[config.mk]
export PLATFORM = sky130hd
export DESIGN_NAME = acc_requant
export DESIGN_NICKNAME = d
export VERILOG_FILES = /design/src/rtl/acc_requant.sv
export SDC_FILE = /design/constraint.sdc
export NUM_CORES = 2
export LEC_CHECK = 0
export CAP_MARGIN = 20
export CELL_PAD_IN_SITES_DETAIL_PLACEMENT = 0
export CELL_PAD_IN_SITES_GLOBAL_PLACEMENT = 1
export CORE_UTILIZATION = 46
export CTS_CLUSTER_SIZE = 30
export DETAILED_ROUTE_END_ITERATION = 12
export DONT_BUFFER_PORTS = 1
export PLACE_DENSITY = 0.89
export SYNTH_ARGS = -nofsm -noshare
export SYNTH_HDL_FRONTEND = slang
export SYNTH_SLANG_ARGS = --single-unit
[constraint.sdc]
create_clock -name clk -period 3.9 [get_ports clk]
set_clock_uncertainty 0.2 [all_clocks]
set_input_delay 0.39 -clock clk [delete_from_list [all_inputs] [get_ports clk]]
set_output_delay 0.39 -clock clk [all_outputs]
set_load 0.005 [all_outputs]
[src/rtl/acc_requant.sv]
// Accumulator-to-operand requantizer: multiply, round-half-up shift, optional ReLU,
// zero-point offset and saturation, as a 3-stage valid/ready pipeline.
module acc_requant #(
  parameter int VAR_SIZE   = 8,
  parameter int ACC_SIZE   = 32,
  parameter int SCALE_SIZE = 16,
  parameter int SHIFT_SIZE = 6
) (
  input  logic                         clk,
  input  logic                         rst,
  input  logic                         in_valid,
  output logic                         in_ready,
  input  logic signed [ACC_SIZE-1:0]   in_acc,
  input  logic signed [SCALE_SIZE-1:0] cfg_scale,
  input  logic        [SHIFT_SIZE-1:0] cfg_shift,
  input  logic signed [VAR_SIZE-1:0]   cfg_zero,
  input  logic                         cfg_relu,
  output logic                         out_valid,
  input  logic                         out_ready,
  output logic signed [VAR_SIZE-1:0]   out_data,
  output logic                         busy,
  output logic                         sat_flag,
  input  logic                         sat_clr
);
  localparam int P      = ACC_SIZE + SCALE_SIZE;
  localparam int W      = P + 1;
  localparam int STAGES = 3;

  localparam logic signed [W-1:0] OMAX = {{(W-VAR_SIZE+1){1'b0}}, {(VAR_SIZE-1){1'b1}}};
  localparam logic signed [W-1:0] OMIN = {{(W-VAR_SIZE+1){1'b1}}, {(VAR_SIZE-1){1'b0}}};

  logic [STAGES:1]           vld_pipe_q;
  logic                      adv;
  logic signed [P-1:0]       prod_d, prod_q;
  logic signed [W-1:0]       prod_x, rnd, r_d, r_q;
  logic signed [W-1:0]       rr, s;
  logic signed [VAR_SIZE-1:0] res_d, out_data_q;
  logic                      sat_d, sat_flag_q;
  int                        sh_i;

  // Whole pipeline moves as one; bubbles are not collapsed.
  assign adv       = !vld_pipe_q[STAGES] || out_ready;
  assign in_ready  = adv;
  assign out_valid = vld_pipe_q[STAGES];
  assign out_data  = out_data_q;
  assign busy      = |vld_pipe_q;
  assign sat_flag  = sat_flag_q;

  assign prod_d = P'(in_acc) * P'(cfg_scale);

  always_comb begin
    sh_i   = (int'(cfg_shift) > P - 1) ? P - 1 : int'(cfg_shift);
    prod_x = W'(prod_q);
    rnd    = '0;
    if (sh_i != 0) rnd = W'(1) << (sh_i - 1);
    r_d    = (prod_x + rnd) >>> sh_i;
  end

  always_comb begin
    rr    = (cfg_relu && r_q < 0) ? '0 : r_q;
    s     = rr + W'(cfg_zero);
    sat_d = 1'b0;
    res_d = s[VAR_SIZE-1:0];
    if (s > OMAX) begin
      res_d = OMAX[VAR_SIZE-1:0];
      sat_d = 1'b1;
    end else if (s < OMIN) begin
      res_d = OMIN[VAR_SIZE-1:0];
      sat_d = 1'b1;
    end
  end

  always_ff @(posedge clk or posedge rst) begin
    if (rst) begin
      vld_pipe_q <= '0;
      prod_q     <= '0;
      r_q        <= '0;
      out_data_q <= '0;
      sat_flag_q <= 1'b0;
    end else begin
      if (adv) begin
        vld_pipe_q <= {vld_pipe_q[STAGES-1:1], in_valid};
        if (in_valid)      prod_q     <= prod_d;
        if (vld_pipe_q[1]) r_q        <= r_d;
        if (vld_pipe_q[2]) out_data_q <= res_d;
      end
      // A saturating load beats a same-cycle clear.
      if (adv && vld_pipe_q[2] && sat_d) sat_flag_q <= 1'b1;
      else if (sat_clr)                  sat_flag_q <= 1'b0;
    end
  end
endmodule

==> results.json <==
{
  "drc": 0,
  "synth_area_leaders": "fa_1 (30%), dfrtp_1 (8.3%), ha_1 (8.0%)",
  "clock_sinks": 109,
  "synth_area_sq_um": 33000,
  "seq_area_sq_um": 2730,
  "multi_input_area_sq_um": 31500,
  "gr-total-overflow": 0,
  "outcome": "finished with violations",
  "violations": "negative setup slack",
  "cts_tree": "built",
  "required_ns": 3.96,
  "synth_cell_types": 113,
  "drt_iter0_drc": 2355,
  "vias": 33900,
  "antenna_left": 0,
  "cts.htree.levels": 3,
  "layout_setup_ws_ns": -2.33,
  "cts_made_buffers": 9,
  "area_growth_pct": 38.2,
  "rrSetupSlack_ns": -0.59,
  "worst_hold_slack_ns": 0.00292,
  "drive_gt1_frac": 0.340,
  "whs_path_depth": 2,
  "antenna_found_initial": 0,
  "ys.flop_type": "dfrtp_1",
  "clkTransAtPathRegs_ns": 0.09,
  "crit_path_end_kind": "register",
  "gp_congestion": 1.00,
  "async_flop_share": 1.00,
  "ys_seq_area_frac": 0.0827,
  "ios": 80,
  "worstSetupPathType": "in2reg",
  "die_w_um": 270,
  "startpoint_type": "input port",
  "r2r_end": "out_data[4]",
  "worstHoldStart": "cfg_shift[4]",
  "cap_violations": 0,
  "synth_edf_count": 0,
  "dieArea_sq_um": 72800,
  "fmax_ghz": 0.161,
  "avgSynthCellArea_sq_um": 7.97,
  "place_area_sq_um": 40600,
  "setup_tns_ns": -111.58,
  "grt_start_max_net_pins": 76,
  "hold_class": "in2reg",
  "grt_pass1_vias": 34800,
  "dp_hpwl_mm": 89.7,
  "drt_pass1_iterations": 5,
  "rsz0062_at_grt": "true",
  "hold_path_end": "r_q[7]",
  "dpl_worst_slack_ns": -2.84,
  "drt-total-wl_mm": 117,
  "synth-warning-count": 0,
  "relSlewSlack": 0.359,
  "io_buffer_count": 0,
  "worstSkewPairLatency_ns": 0.41,
  "synth_top_area_frac": 0.296,
  "cts-root-buf": "clkbuf_16",
  "synth_top_area_cell": "fa_1",
  "crit_arrival_ns": 6.29,
  "drv_slew": 0,
  "nets": 5672,
  "diodes": 0,
  "postSynthCellCount": 4140,
  "setup_viol": 96,
  "core_area_sq_um": 70500,
  "min_period_ns": 6.23,
  "tightest_slew_ns": 0.958,
  "yosys_register_bits": 109,
  "fin_area_sq_um": 45600,
  "grt_pass1_wl_mm": 182,
  "num-fill-cells": 5572,
  "mostFrequentLayoutCell": "buf_4",
  "syn-num-nets": 4908,
  "grt.total_usage": 0.311,
  "cts_buffer_depth": 2,
  "start_util": 0.468,
  "cp_max_fo": 32,
  "die_h_um": 270,
  "worstReg2RegStart": "r_q[48]",
  "row_count": 97,
  "via_per_inst": 5.79,
  "mostFrequentLayoutCells": "buf_4 (864), nand2_1 (544), inv_1 (526)",
  "finalCritPeriodShare": 1.60,
  "finalHoldViolCount": 0,
  "r2r_cells": 21,
  "wl_per_cell_um": 20.0
}
Yosys cell counts, drive strengths merged, types with 24 or more instances:
master,count
o31ai,24
clkbuf,180
or3,24
buf,43
nand4,48
nand2b,34
o21bai,30
fa,488
ha,212
dfrtp,109
a21oi,233
mux2i,39
nor2,259
o211ai,43
a211oi,41
nor3,76
nand2,594
inv,555
o21a,39
xnor2,85
nand3,65
a31oi,36
a21o,71
xor2,44
and3,34
o21ai,207
and2,220
kinds of logic after synthesis:
family                   share of synthesized area
AND/OR/NAND/NOR                              0.207
AO/OA/AOI/OAI                                0.190
buffers and inverters                       0.0902
adder cells (fa/ha/maj)                      0.377
XOR/XNOR                                    0.0342
flip-flops                                  0.0827
multiplexers                                0.0193
how the worst max path moves through the flow:
stage / startpoint / to / slack [ns] / cells past startpoint
final: cfg_scale[1] / prod_q[43] / -2.33 / 26
after global routing: cfg_scale[5] / prod_q[45] / -2.49 / 26
after CTS: cfg_scale[5] / prod_q[47] / -2.32 / 26
after detailed placement: cfg_scale[5] / prod_q[45] / -2.84 / 26
after global placement: cfg_scale[4] / prod_q[45] / -2.77 / 26
after floorplan: in_acc[12] / prod_q[44] / -2.60 / 26
repair_timing:
item                       in CTS  in global routing
setup endpoints to repair      98                 98
setup buffers                  82                 74
hold buffers                    8                  0
resized for setup             420                318
cloned                          1                  1
pin swaps                     235                190
hold endpoints to repair       65                  0
flip-flops by register name (all words and copies together), names as in the netlist:
name and count:
r_q 49, prod_q 48, out_data 8, vld_pipe_q 3, sat_flag 1
critical path, cell delays in order:
cell and delay, ns:
nand2_2 0.06, fa_1 0.54, inv_1 0.05, fa_1 0.47
fa_1 0.52, inv_2 0.04, fa_1 0.53, inv_1 0.05
fa_1 0.47, inv_1 0.05, fa_1 0.49, inv_2 0.05
ha_4 0.21, a21o_1 0.15, a211o_1 0.29, buf_4 0.14
o22a_1 0.18, a32oi_1 0.22, buf_4 0.16, o21ai_4 0.08
a221oi_4 0.26, o21ai_2 0.10, o31a_1 0.36, a21oi_2 0.16
xor2_1 0.17, o21ai_1 0.07
area by class of cell:
| type | count | share of cell area |
|---|---|---|
| sequential | 109 | 0.0598 |
| timing repair buffer | 975 | 0.172 |
| tap | 940 | 0.0258 |
| clock inverter | 7 | 0.00143 |
| clock buffer | 9 | 0.00494 |
| multi-input combinational | 3253 | 0.690 |
| inverter | 556 | 0.0461 |
metrics by stage:
stage	util	instances
2_1_floorplan	-	4140
3_3_place_gp	0.576	5681
3_5_place_dp	0.576	5681
4_1_cts	0.618	5778
5_1_grt	0.647	5849
6_report	0.647	5849
layer usage:
metal	GRT usage	wire length, um	vias to the layer above
li1	-	-	15300
met1	0.357	43100	16600
met2	0.546	58500	1399
met3	0.0449	7000	503
met4	0.190	8680	0
met5	0	0	-
Power is left out: the tool's default activity adds up to more than one toggle a clock period on the data nets, which glitch-free logic cannot reach.
